[src/rtl/wb_arb_pkg.sv]
// Shared types for the two-master round-robin Wishbone arbiter.
package wb_arb_pkg;

    localparam int NB_MASTERS = 2;

    typedef enum logic [1:0] {IDLE, GNT0, GNT1} arb_state_t;

    typedef logic mst_idx_t;

endpackage

[src/rtl/wshb_if.sv]
// Classic Wishbone bus bundle; master drives the request, slave drives the response.
interface wshb_if #(
    parameter int DW = 32,
    parameter int AW = 32
) ();
    logic            cyc;
    logic            stb;
    logic            we;
    logic [DW/8-1:0] sel;
    logic [AW-1:0]   adr;
    logic [DW-1:0]   dat_ms;
    logic [DW-1:0]   dat_sm;
    logic            ack;
    logic            err;
    logic            rty;
    logic [2:0]      cti;
    logic [1:0]      bte;

    modport master (
        output cyc, stb, we, sel, adr, dat_ms, cti, bte,
        input  ack, err, rty, dat_sm
    );

    modport slave (
        input  cyc, stb, we, sel, adr, dat_ms, cti, bte,
        output ack, err, rty, dat_sm
    );
endinterface

[src/rtl/wb_arb_wdog.sv]
// Stall watchdog: pulses o_timeout when a granted strobe waits TIMEOUT_CYCLES without response.
module wb_arb_wdog #(
    parameter int TIMEOUT_CYCLES = 255
) (
    input  logic clk,
    input  logic rst_n,
    input  logic i_active,
    input  logic i_stb,
    input  logic i_resp,
    output logic o_timeout
);
    localparam int                CNT_W = $clog2(TIMEOUT_CYCLES + 1);
    localparam logic [CNT_W-1:0]  LIMIT = CNT_W'(TIMEOUT_CYCLES);

    logic [CNT_W-1:0] r_cnt;

    assign o_timeout = i_active & i_stb & (r_cnt == LIMIT);

    always_ff @(posedge clk or negedge rst_n) begin
        if (!rst_n) begin
            r_cnt <= '0;
        end else if (!i_active || i_resp || o_timeout) begin
            r_cnt <= '0;
        end else if (i_stb) begin
            r_cnt <= r_cnt + 1'b1;
        end
    end
endmodule

[src/rtl/wb_arbiter_rr.sv]
// Two-master round-robin Wishbone arbiter, grant locked for the whole bus cycle.
// Optional stall watchdog enabled by defining WB_ARB_TIMEOUT_EN.
module wb_arbiter_rr
    import wb_arb_pkg::*;
#(
    parameter int ADR_WIDTH      = 32,
    parameter int TIMEOUT_CYCLES = 255
) (
    input  logic   clk,
    input  logic   rst,
    wshb_if.slave  wb_m0,
    wshb_if.slave  wb_m1,
    wshb_if.master wb_s
);
    arb_state_t            r_state;
    arb_state_t            w_next_state;
    mst_idx_t              r_last_gnt;
    logic [NB_MASTERS-1:0] w_gnt;
    logic                  w_timeout;
    logic [ADR_WIDTH-1:0]  w_adr;

    // NOTE: asynchronous reset in the sensitivity list; all state uses non-blocking assignments.
    always_ff @(posedge clk or negedge rst) begin
        if (!rst) begin
            r_state    <= IDLE;
            r_last_gnt <= mst_idx_t'(1);
        end else begin
            r_state <= w_next_state;
            if (r_state == GNT0 && !wb_m0.cyc) begin
                r_last_gnt <= mst_idx_t'(0);
            end else if (r_state == GNT1 && !wb_m1.cyc) begin
                r_last_gnt <= mst_idx_t'(1);
            end
        end
    end

    // Releasing always passes through IDLE, so a new owner is picked one cycle later.
    always_comb begin
        w_next_state = r_state;
        case (r_state)
            IDLE: begin
                if (wb_m0.cyc && wb_m1.cyc) begin
                    w_next_state = (r_last_gnt == mst_idx_t'(1)) ? GNT0 : GNT1;
                end else if (wb_m0.cyc) begin
                    w_next_state = GNT0;
                end else if (wb_m1.cyc) begin
                    w_next_state = GNT1;
                end
            end
            GNT0:    if (!wb_m0.cyc) w_next_state = IDLE;
            GNT1:    if (!wb_m1.cyc) w_next_state = IDLE;
            default: w_next_state = IDLE;
        endcase
    end

    assign w_gnt = {r_state == GNT1, r_state == GNT0};

`ifdef WB_ARB_TIMEOUT_EN
    logic w_gnt_stb;
    logic w_slv_resp;

    assign w_gnt_stb  = (w_gnt[0] & wb_m0.stb) | (w_gnt[1] & wb_m1.stb);
    assign w_slv_resp = wb_s.ack | wb_s.err | wb_s.rty;

    wb_arb_wdog #(
        .TIMEOUT_CYCLES (TIMEOUT_CYCLES)
    ) u_wdog (
        .clk       (clk),
        .rst_n     (rst),
        .i_active  (|w_gnt),
        .i_stb     (w_gnt_stb),
        .i_resp    (w_slv_resp),
        .o_timeout (w_timeout)
    );
`else
    assign w_timeout = 1'b0;
`endif

    // NOTE: every output gets a default first so this block never infers a latch.
    always_comb begin
        wb_s.cyc     = 1'b0;
        wb_s.stb     = 1'b0;
        wb_s.we      = 1'b0;
        wb_s.sel     = '0;
        wb_s.dat_ms  = '0;
        wb_s.cti     = '0;
        wb_s.bte     = '0;
        w_adr        = '0;
        wb_m0.ack    = 1'b0;
        wb_m0.err    = 1'b0;
        wb_m0.rty    = 1'b0;
        wb_m0.dat_sm = '0;
        wb_m1.ack    = 1'b0;
        wb_m1.err    = 1'b0;
        wb_m1.rty    = 1'b0;
        wb_m1.dat_sm = '0;
        if (w_gnt[0]) begin
            wb_s.cyc     = wb_m0.cyc & ~w_timeout;
            wb_s.stb     = wb_m0.stb & ~w_timeout;
            wb_s.we      = wb_m0.we;
            wb_s.sel     = wb_m0.sel;
            wb_s.dat_ms  = wb_m0.dat_ms;
            wb_s.cti     = wb_m0.cti;
            wb_s.bte     = wb_m0.bte;
            w_adr        = wb_m0.adr;
            wb_m0.ack    = wb_s.ack;
            wb_m0.err    = wb_s.err | w_timeout;
            wb_m0.rty    = wb_s.rty;
            wb_m0.dat_sm = wb_s.dat_sm;
        end else if (w_gnt[1]) begin
            wb_s.cyc     = wb_m1.cyc & ~w_timeout;
            wb_s.stb     = wb_m1.stb & ~w_timeout;
            wb_s.we      = wb_m1.we;
            wb_s.sel     = wb_m1.sel;
            wb_s.dat_ms  = wb_m1.dat_ms;
            wb_s.cti     = wb_m1.cti;
            wb_s.bte     = wb_m1.bte;
            w_adr        = wb_m1.adr;
            wb_m1.ack    = wb_s.ack;
            wb_m1.err    = wb_s.err | w_timeout;
            wb_m1.rty    = wb_s.rty;
            wb_m1.dat_sm = wb_s.dat_sm;
        end
        wb_s.adr = w_adr;
    end
endmodule

[src/flat_wrapper.sv]
// flat-port wrapper written by rule: the top's interface ports become plain ports
module wb_arbiter_rr_flat import wb_arb_pkg::*;
#(
    parameter int ADR_WIDTH      = 32,
    parameter int TIMEOUT_CYCLES = 255
)
  (clk, rst, wb_m0_cyc, wb_m0_stb, wb_m0_we, wb_m0_sel, wb_m0_adr, wb_m0_dat_ms, wb_m0_cti, wb_m0_bte, wb_m0_ack, wb_m0_err, wb_m0_rty, wb_m0_dat_sm, wb_m1_cyc, wb_m1_stb, wb_m1_we, wb_m1_sel, wb_m1_adr, wb_m1_dat_ms, wb_m1_cti, wb_m1_bte, wb_m1_ack, wb_m1_err, wb_m1_rty, wb_m1_dat_sm, wb_s_cyc, wb_s_stb, wb_s_we, wb_s_sel, wb_s_adr, wb_s_dat_ms, wb_s_cti, wb_s_bte, wb_s_ack, wb_s_err, wb_s_rty, wb_s_dat_sm);
  wshb_if wb_m0_i ();
  wshb_if wb_m1_i ();
  wshb_if wb_s_i ();
  input  logic clk;
  input  logic rst;
  input wire logic [$bits(wb_m0_i.cyc)-1:0] wb_m0_cyc;
  input wire logic [$bits(wb_m0_i.stb)-1:0] wb_m0_stb;
  input wire logic [$bits(wb_m0_i.we)-1:0] wb_m0_we;
  input wire logic [$bits(wb_m0_i.sel)-1:0] wb_m0_sel;
  input wire logic [$bits(wb_m0_i.adr)-1:0] wb_m0_adr;
  input wire logic [$bits(wb_m0_i.dat_ms)-1:0] wb_m0_dat_ms;
  input wire logic [$bits(wb_m0_i.cti)-1:0] wb_m0_cti;
  input wire logic [$bits(wb_m0_i.bte)-1:0] wb_m0_bte;
  output wire logic [$bits(wb_m0_i.ack)-1:0] wb_m0_ack;
  output wire logic [$bits(wb_m0_i.err)-1:0] wb_m0_err;
  output wire logic [$bits(wb_m0_i.rty)-1:0] wb_m0_rty;
  output wire logic [$bits(wb_m0_i.dat_sm)-1:0] wb_m0_dat_sm;
  input wire logic [$bits(wb_m1_i.cyc)-1:0] wb_m1_cyc;
  input wire logic [$bits(wb_m1_i.stb)-1:0] wb_m1_stb;
  input wire logic [$bits(wb_m1_i.we)-1:0] wb_m1_we;
  input wire logic [$bits(wb_m1_i.sel)-1:0] wb_m1_sel;
  input wire logic [$bits(wb_m1_i.adr)-1:0] wb_m1_adr;
  input wire logic [$bits(wb_m1_i.dat_ms)-1:0] wb_m1_dat_ms;
  input wire logic [$bits(wb_m1_i.cti)-1:0] wb_m1_cti;
  input wire logic [$bits(wb_m1_i.bte)-1:0] wb_m1_bte;
  output wire logic [$bits(wb_m1_i.ack)-1:0] wb_m1_ack;
  output wire logic [$bits(wb_m1_i.err)-1:0] wb_m1_err;
  output wire logic [$bits(wb_m1_i.rty)-1:0] wb_m1_rty;
  output wire logic [$bits(wb_m1_i.dat_sm)-1:0] wb_m1_dat_sm;
  output wire logic [$bits(wb_s_i.cyc)-1:0] wb_s_cyc;
  output wire logic [$bits(wb_s_i.stb)-1:0] wb_s_stb;
  output wire logic [$bits(wb_s_i.we)-1:0] wb_s_we;
  output wire logic [$bits(wb_s_i.sel)-1:0] wb_s_sel;
  output wire logic [$bits(wb_s_i.adr)-1:0] wb_s_adr;
  output wire logic [$bits(wb_s_i.dat_ms)-1:0] wb_s_dat_ms;
  output wire logic [$bits(wb_s_i.cti)-1:0] wb_s_cti;
  output wire logic [$bits(wb_s_i.bte)-1:0] wb_s_bte;
  input wire logic [$bits(wb_s_i.ack)-1:0] wb_s_ack;
  input wire logic [$bits(wb_s_i.err)-1:0] wb_s_err;
  input wire logic [$bits(wb_s_i.rty)-1:0] wb_s_rty;
  input wire logic [$bits(wb_s_i.dat_sm)-1:0] wb_s_dat_sm;
  assign wb_m0_i.cyc = wb_m0_cyc;
  assign wb_m0_i.stb = wb_m0_stb;
  assign wb_m0_i.we = wb_m0_we;
  assign wb_m0_i.sel = wb_m0_sel;
  assign wb_m0_i.adr = wb_m0_adr;
  assign wb_m0_i.dat_ms = wb_m0_dat_ms;
  assign wb_m0_i.cti = wb_m0_cti;
  assign wb_m0_i.bte = wb_m0_bte;
  assign wb_m0_ack = wb_m0_i.ack;
  assign wb_m0_err = wb_m0_i.err;
  assign wb_m0_rty = wb_m0_i.rty;
  assign wb_m0_dat_sm = wb_m0_i.dat_sm;
  assign wb_m1_i.cyc = wb_m1_cyc;
  assign wb_m1_i.stb = wb_m1_stb;
  assign wb_m1_i.we = wb_m1_we;
  assign wb_m1_i.sel = wb_m1_sel;
  assign wb_m1_i.adr = wb_m1_adr;
  assign wb_m1_i.dat_ms = wb_m1_dat_ms;
  assign wb_m1_i.cti = wb_m1_cti;
  assign wb_m1_i.bte = wb_m1_bte;
  assign wb_m1_ack = wb_m1_i.ack;
  assign wb_m1_err = wb_m1_i.err;
  assign wb_m1_rty = wb_m1_i.rty;
  assign wb_m1_dat_sm = wb_m1_i.dat_sm;
  assign wb_s_cyc = wb_s_i.cyc;
  assign wb_s_stb = wb_s_i.stb;
  assign wb_s_we = wb_s_i.we;
  assign wb_s_sel = wb_s_i.sel;
  assign wb_s_adr = wb_s_i.adr;
  assign wb_s_dat_ms = wb_s_i.dat_ms;
  assign wb_s_cti = wb_s_i.cti;
  assign wb_s_bte = wb_s_i.bte;
  assign wb_s_i.ack = wb_s_ack;
  assign wb_s_i.err = wb_s_err;
  assign wb_s_i.rty = wb_s_rty;
  assign wb_s_i.dat_sm = wb_s_dat_sm;
  wb_arbiter_rr #(.ADR_WIDTH(ADR_WIDTH), .TIMEOUT_CYCLES(TIMEOUT_CYCLES)) u_core (.clk(clk), .rst(rst), .wb_m0(wb_m0_i), .wb_m1(wb_m1_i), .wb_s(wb_s_i));
endmodule
[config.mk]
export PLATFORM = sky130hd
export DESIGN_NAME = wb_arbiter_rr_flat
export DESIGN_NICKNAME = d
export VERILOG_FILES = /design/src/rtl/wb_arb_pkg.sv /design/src/rtl/wshb_if.sv /design/src/rtl/wb_arb_wdog.sv /design/src/rtl/wb_arbiter_rr.sv /design/src/flat_wrapper.sv
export SDC_FILE = /design/constraint.sdc
export NUM_CORES = 1
export LEC_CHECK = 0
export CELL_PAD_IN_SITES_DETAIL_PLACEMENT = 0
export CELL_PAD_IN_SITES_GLOBAL_PLACEMENT = 2
export CORE_AREA = 2 2 131 133
export DETAILED_ROUTE_END_ITERATION = 6
export DIE_AREA = 0 0 133 135
export PLACE_DENSITY_LB_ADDON = 0.15
export RECOVER_POWER = 50
export SLEW_MARGIN = 20
export SYNTH_ARGS = -nofsm -noshare
export SYNTH_HDL_FRONTEND = slang
export SYNTH_SLANG_ARGS = --single-unit
[constraint.sdc]
create_clock -name clk -period 2.1 [get_ports clk]
set_input_delay 0.63 -clock clk [delete_from_list [all_inputs] [get_ports clk]]
set_output_delay 0.63 -clock clk [all_outputs]
set_load 0.1 [all_outputs]
==> results of run 1 <==
[cell usage in the layout (no fill, tap or decap), drive strengths merged]
| cell type | Yosys | final |
|---|---|---|
| dlygate4sd2 | 0 | 2 |
| and2 | 70 | 70 |
| o21a | 1 | 1 |
| buf | 24 | 188 |
| inv | 1 | 1 |
| clkdlybuf4s50 | 0 | 185 |
| nor2b | 2 | 2 |
| a22o | 76 | 76 |
| dfrtp | 2 | 2 |
| dfstp | 1 | 1 |
| dlygate4sd3 | 0 | 1 |
| o21bai | 1 | 1 |
| nand2b | 2 | 2 |
| clkbuf | 0 | 14 |
| a21oi | 1 | 1 |
| and2b | 1 | 1 |
| o2bb2ai | 1 | 1 |
[final timing paths]
path                                                 end                     startpoint  slack, ns  depth (start not counted)
max                                          wb_s_adr[9]  u_core.r_state[1]$_DFFE_PN0P_      -0.12                          5
min                        u_core.r_state[1]$_DFFE_PN0P_  u_core.r_last_gnt$_DFFE_PN1P_       0.54                          1
max reg2reg                u_core.r_state[0]$_DFFE_PN0P_  u_core.r_state[0]$_DFFE_PN0P_       0.24                         10
min reg2reg                u_core.r_state[1]$_DFFE_PN0P_  u_core.r_last_gnt$_DFFE_PN1P_       0.54                          1
max in group asynchronous  u_core.r_last_gnt$_DFFE_PN1P_                            rst       1.21                          1
min in group asynchronous  u_core.r_state[0]$_DFFE_PN0P_                            rst       0.66                          1
[power by group]
part / switching [mW] / leakage (nW) / total, mW / internal, mW
clock: 0.0510 / 0.0382 / 0.301 / 0.250
combinational: 4.60 / 3.40 / 7.98 / 3.38
sequential: 0.0193 / 0.0346 / 0.103 / 0.0834
total: 4.67 / 3.47 / 8.38 / 3.71
[through the flow]
step                power [mW]  hold WS, ns  setup WS (ns)
detailed placement        6.82        0.539         -0.137
finish                    8.38        0.539         -0.121
global route              8.60        0.580         -0.173
CTS                       7.85        0.546         -0.144
global placement          6.81        0.519         -0.130
floorplan                 4.22        0.334         -0.107
[worst max-delay path, cell delays in order (launching register included)]
cell and delay [ns]:
dfrtp_2 0.42, and2b_4 0.22, buf_12 0.16, clkbuf_16 0.17, a22o_4 0.22, buf_12 0.16
[area by class of cell]
| class | count | share of cell area, % |
|---|---|---|
| sequential | 3 | 0.948 |
| multi-input combinational | 155 | 23.7 |
| clock buffer | 4 | 0.963 |
| tap | 220 | 3.36 |
| inverter | 1 | 0.0459 |
| timing repair buffer | 386 | 70.9 |
[state kept, by name (all words and copies together), names as in the netlist]
name	flops
u_core.r_last_gnt	1
u_core.r_state	2
[cells in the mapped netlist]
cell type | count | area share (%)
a21oi_1 | 1 | 0.35
nor2b_2 | 1 | 0.61
o21bai_1 | 1 | 0.52
buf_6 | 8 | 6.3
and2_1 | 70 | 31
o21a_1 | 1 | 0.52
nand2b_1 | 2 | 0.87
o2bb2ai_1 | 1 | 0.61
buf_2 | 9 | 3.1
inv_1 | 1 | 0.26
buf_4 | 7 | 3.7
nor2b_1 | 1 | 0.44
and2b_1 | 1 | 0.52
dfstp_2 | 1 | 1.8
dfrtp_1 | 2 | 3.5
a22o_1 | 76 | 46
[metal layers]
layer / wire (um) / global-route usage [%]
met2: 8830 / 29.6
met5: 0 / 0
met3: 1310 / 4.92
met4: 51 / 0.836
met1: 5410 / 15.8
[what timing repair did]
item	4_1_cts	5_1_grt
pin swaps	28	30
setup buffers	15	4
endpoints found under the hold margin	0	0
resized for setup	73	89
cloned	12	15
endpoints found under the setup margin	146	146
[logic make-up (layout without fill, tap and decap cells)]
logic type | Yosys count | after routing | synth area share [%]
AOI/OAI and AO/OA | 80 | 80 | 48.4
and+or+nand+nor | 75 | 75 | 33.0
buffers and inverters | 25 | 391 | 13.3
DFF | 3 | 3 | 5.32
==> impl_metrics.ini, run 1 <==
[cells_and_area]
nFillCells = 1398
nets = 739
multi_input_area_mm2 = 0.00194
drive_gt1_share_pct = 63.9
fin_area_mm2 = 0.00818
finalNonFillerCells = 769
antennaDiodeCount = 0
area_delta_synth_final_pct = 470
fin_util_pct = 49.9
register_area_um2 = 77.6

[floorplanning]
initial_core_util_pct = 8.75
core_mm2 = 0.0164
die_h_um = 135
dieArea_mm2 = 0.0180
io_pins = 335
die_x_um = 133
placementRows = 47

[clocking]
cts_tree = yes
clockRootBuffer = clkbuf_16
cts_buffers = 3
clkSinkCount = 3
clk_latency_ns = 0.22
cts_hold_buf = 0
h-tree-depth = 1
path_clk_slew_ns = 0.03
cts_buffer_depth = 2

[global_routing]
grt_max_degree = 27
antenna_found_initial = 0
grt_usage_pct = 14.9
grt_pass1_wl_um = 20800
grt_pass1_vias = 3328
grt-ovfl-total = 0

[synthesis]
yosys_warnings = 0
netlist_area_mm2 = 0.00144
synth_nets = 372
syn_inst = 183
ys_ff_latch = 3
avgSynthCellArea_um2 = 7.84
ys_seq_area_share_pct = 5.32
synth_cell_types = 16

[routing]
finalWirelength_um = 15600
vias_per_cell = 4.01
drc = 0
wl_per_cell_um = 20.3
antenna_left = 0
firstDrtPassIters = 4
via_count = 3083
drt_iter0_markers = 33

[sta]
setup_slack_ns = -0.121
worst_slew_pin_slew_ns = 0.155
finalSetupViolCount = 140
final.setup.tns_ns = -11.98
period_needed_ns = 2.22
period_share_pct = 106
slew-limit-headroom_pct = 89.7
hold_viol = 0
fmax_mhz = 450
skew_ns = 0.00325
grt_setup_unrepaired = yes
slew_viol_final = 0

[worst_setup_path]
crit_fanout = 7
worstSetupStartpointType = flip-flop
cp_data_required_time_ns = 1.47
critPathArrivalTime_ns = 1.59
crit_type = reg2out
setup.worst_path.end_class = output port

[flow_run]
drv_cap = 0

[run_status]
violations = negative setup slack
status = complete, but fails checks

[placed_design]
postPlaceCellArea_mm2 = 0.00662
place_inst = 720
dp_hpwl_um = 10200
port_buffers = 334
routabilityCongestion = 0.778

[power_and_ir_drop]
leakage_nw = 3.47
vdd_drop_max_mv = 0.750
p_per_area_mw_per_mm2 = 1020

[hold_path]
hp-class = reg2reg
Note: power is estimated with default switching activity, not from simulation.
==> run 2, diff against run 1 <==
--- a/config.mk
+++ b/config.mk
@@ -12,7 +12,6 @@
 export DIE_AREA = 0 0 133 135
 export PLACE_DENSITY_LB_ADDON = 0.15
 export RECOVER_POWER = 50
-export SLEW_MARGIN = 20
 export SYNTH_ARGS = -nofsm -noshare
 export SYNTH_HDL_FRONTEND = slang
 export SYNTH_SLANG_ARGS = --single-unit
==> results of run 2 <==
No change in the layout: final DEF, timing and power equal those of run 1.
==> run 3, diff against run 2 <==
--- a/config.mk
+++ b/config.mk
@@ -11,7 +11,6 @@
 export DETAILED_ROUTE_END_ITERATION = 6
 export DIE_AREA = 0 0 133 135
 export PLACE_DENSITY_LB_ADDON = 0.15
-export RECOVER_POWER = 50
 export SYNTH_ARGS = -nofsm -noshare
 export SYNTH_HDL_FRONTEND = slang
 export SYNTH_SLANG_ARGS = --single-unit
==> impl_metrics.ini, run 3 (synthesis results as in run 1) <==
[routing]
finalWirelength_um = 15600
via_count = 3083
drt_iter0_markers = 33
drc = 0
antenna_left = 0
top_layer_used = met4
wl_per_cell_um = 20.3
firstDrtPassIters = 4
vias_per_cell = 4.01
met2WireLength_um = 8830
wl_met1_um = 5410
met3WireLength_um = 1310

[cells_and_area]
final_common_cell = clkdlybuf4s50_1
nets = 739
fin_util_pct = 49.9
finalNonFillerCells = 769
largestRegisters = u_core.r_state x2, u_core.r_last_gnt x1
regMostFlops = u_core.r_state
antennaDiodeCount = 0
area_delta_synth_final_pct = 470
final_cell_mix = clkdlybuf4s50_1 (186), buf_12 (156), and2_4 (70), a22o_4 (64), buf_16 (14)
largest_reg_flops = 2
nFillCells = 1398
drive_gt1_share_pct = 63.9

[run_status]
status = complete, but fails checks
violations = negative setup slack

[floorplanning]
die_h_um = 135
io_pins = 335
dieArea_mm2 = 0.0180
core_mm2 = 0.0164
placementRows = 47
die_x_um = 133
initial_core_util_pct = 8.75

[sta]
hold_viol = 0
period_share_pct = 106
grt_setup_unrepaired = yes
final.setup.tns_ns = -11.98
slew-limit-headroom_pct = 89.8
slew_viol_final = 0
skew_ns = 0.00325
setup_slack_ns = -0.121
fmax_mhz = 450
finalSetupViolCount = 140
worst_slew_pin_slew_ns = 0.152
period_needed_ns = 2.22

[global_routing]
grt_usage_pct = 14.9
grt_max_degree = 27
antenna_found_initial = 0
grt_pass1_vias = 3328
grt_pass1_wl_um = 20800
grt-ovfl-total = 0

[power_and_ir_drop]
p_per_area_mw_per_mm2 = 1020
p_total_mw = 8.38
leakage_nw = 3.47
vdd_drop_max_mv = 0.750

[clocking]
cts_buffers = 3
clkSinkCount = 3
clk_latency_ns = 0.22
h-tree-depth = 1
cts_tree = yes
cts_hold_buf = 0
cts_buffer_depth = 2
path_clk_slew_ns = 0.03
clockRootBuffer = clkbuf_16

[worst_setup_path]
setup.worst_path.end_class = output port
crit_fanout = 7
reg2reg_slack_ns = 0.24
worstSetupStartpointType = flip-flop
critPathArrivalTime_ns = 1.59
crit_type = reg2out
rr_worst_depth = 10
cp_data_required_time_ns = 1.47
r2r_start = u_core.r_state[0]$_DFFE_PN0P_
r2r_end = u_core.r_state[0]$_DFFE_PN0P_

[hold_path]
hp-class = reg2reg
whs_path_depth = 1
hp-start = u_core.r_last_gnt$_DFFE_PN1P_
min_to = u_core.r_state[1]$_DFFE_PN0P_

[placed_design]
port_buffers = 334
routabilityCongestion = 0.778
pre_cts_ws_ns = -0.137
dp_hpwl_um = 10200
place_inst = 720

[flow_run]
drv_cap = 0
[run 3: cell count changes in the layout (fill, tap and decap cells not counted), sizes merged]
cell | previous run | this run
dlygate4sd3 | 1 | 0
clkdlybuf4s50 | 185 | 186
[run 3: layer usage]
layer	track usage [%]	up-vias
met2	29.6	175
met5	0	-
met3	4.92	4
met4	0.836	0
met1	15.8	1472
li1	-	1432
[run 3: cell type report]
| type | count | area (um^2) | share of cell area [%] |
|---|---|---|---|
| Clock buffer | 4 | 78.8 | 0.963 |
| Inverter | 1 | 3.75 | 0.0459 |
| Multi-Input combinational cell | 155 | 1940 | 23.7 |
| Sequential cell | 3 | 77.6 | 0.948 |
| Tap cell | 220 | 275 | 3.36 |
| Timing Repair Buffer | 386 | 5800 | 70.9 |
[run 3: repair_timing]
action,in CTS,in global routing
endpoints found under the setup margin,146,146
pin swaps,28,30
gates resized for setup,73,89
setup buffers,15,4
cloned,12,15
[run 3: worst max path at each step]
stage                                              from          endpoint  slack [ns]  cells after the start
final                     u_core.r_state[1]$_DFFE_PN0P_       wb_s_adr[9]       -0.12                      5
after global routing      u_core.r_state[0]$_DFFE_PN0P_  wb_m1_dat_sm[29]       -0.17                      5
after CTS                 u_core.r_state[0]$_DFFE_PN0P_  wb_m1_dat_sm[14]       -0.14                      5
after detailed placement                      wb_m1_cyc          wb_s_cyc       -0.14                      4
after global placement                        wb_m1_cyc          wb_s_cyc       -0.13                      4
after floorplan                               wb_m1_cyc          wb_s_cyc       -0.11                      2
[run 3: critical path: stages (launching register included)]
cell	delay, ns
dfrtp_2	0.42
and2b_4	0.22
buf_12	0.16
clkbuf_16	0.17
a22o_4	0.22
buf_12	0.16
[run 3: power by group]
part | internal (mW) | switching, mW | leakage [nW] | total, mW
registers | 0.0834 | 0.0193 | 0.0346 | 0.103
logic | 3.38 | 4.60 | 3.40 | 7.98
clock network | 0.250 | 0.0510 | 0.0382 | 0.301
[run 3: metrics by stage]
step,cell area [um^2],hold slack [ns]
finish,8180,0.539
global route,8180,0.580
CTS,7450,0.546
detailed placement,6620,0.539
global placement,6620,0.519
floorplan,1620,0.334
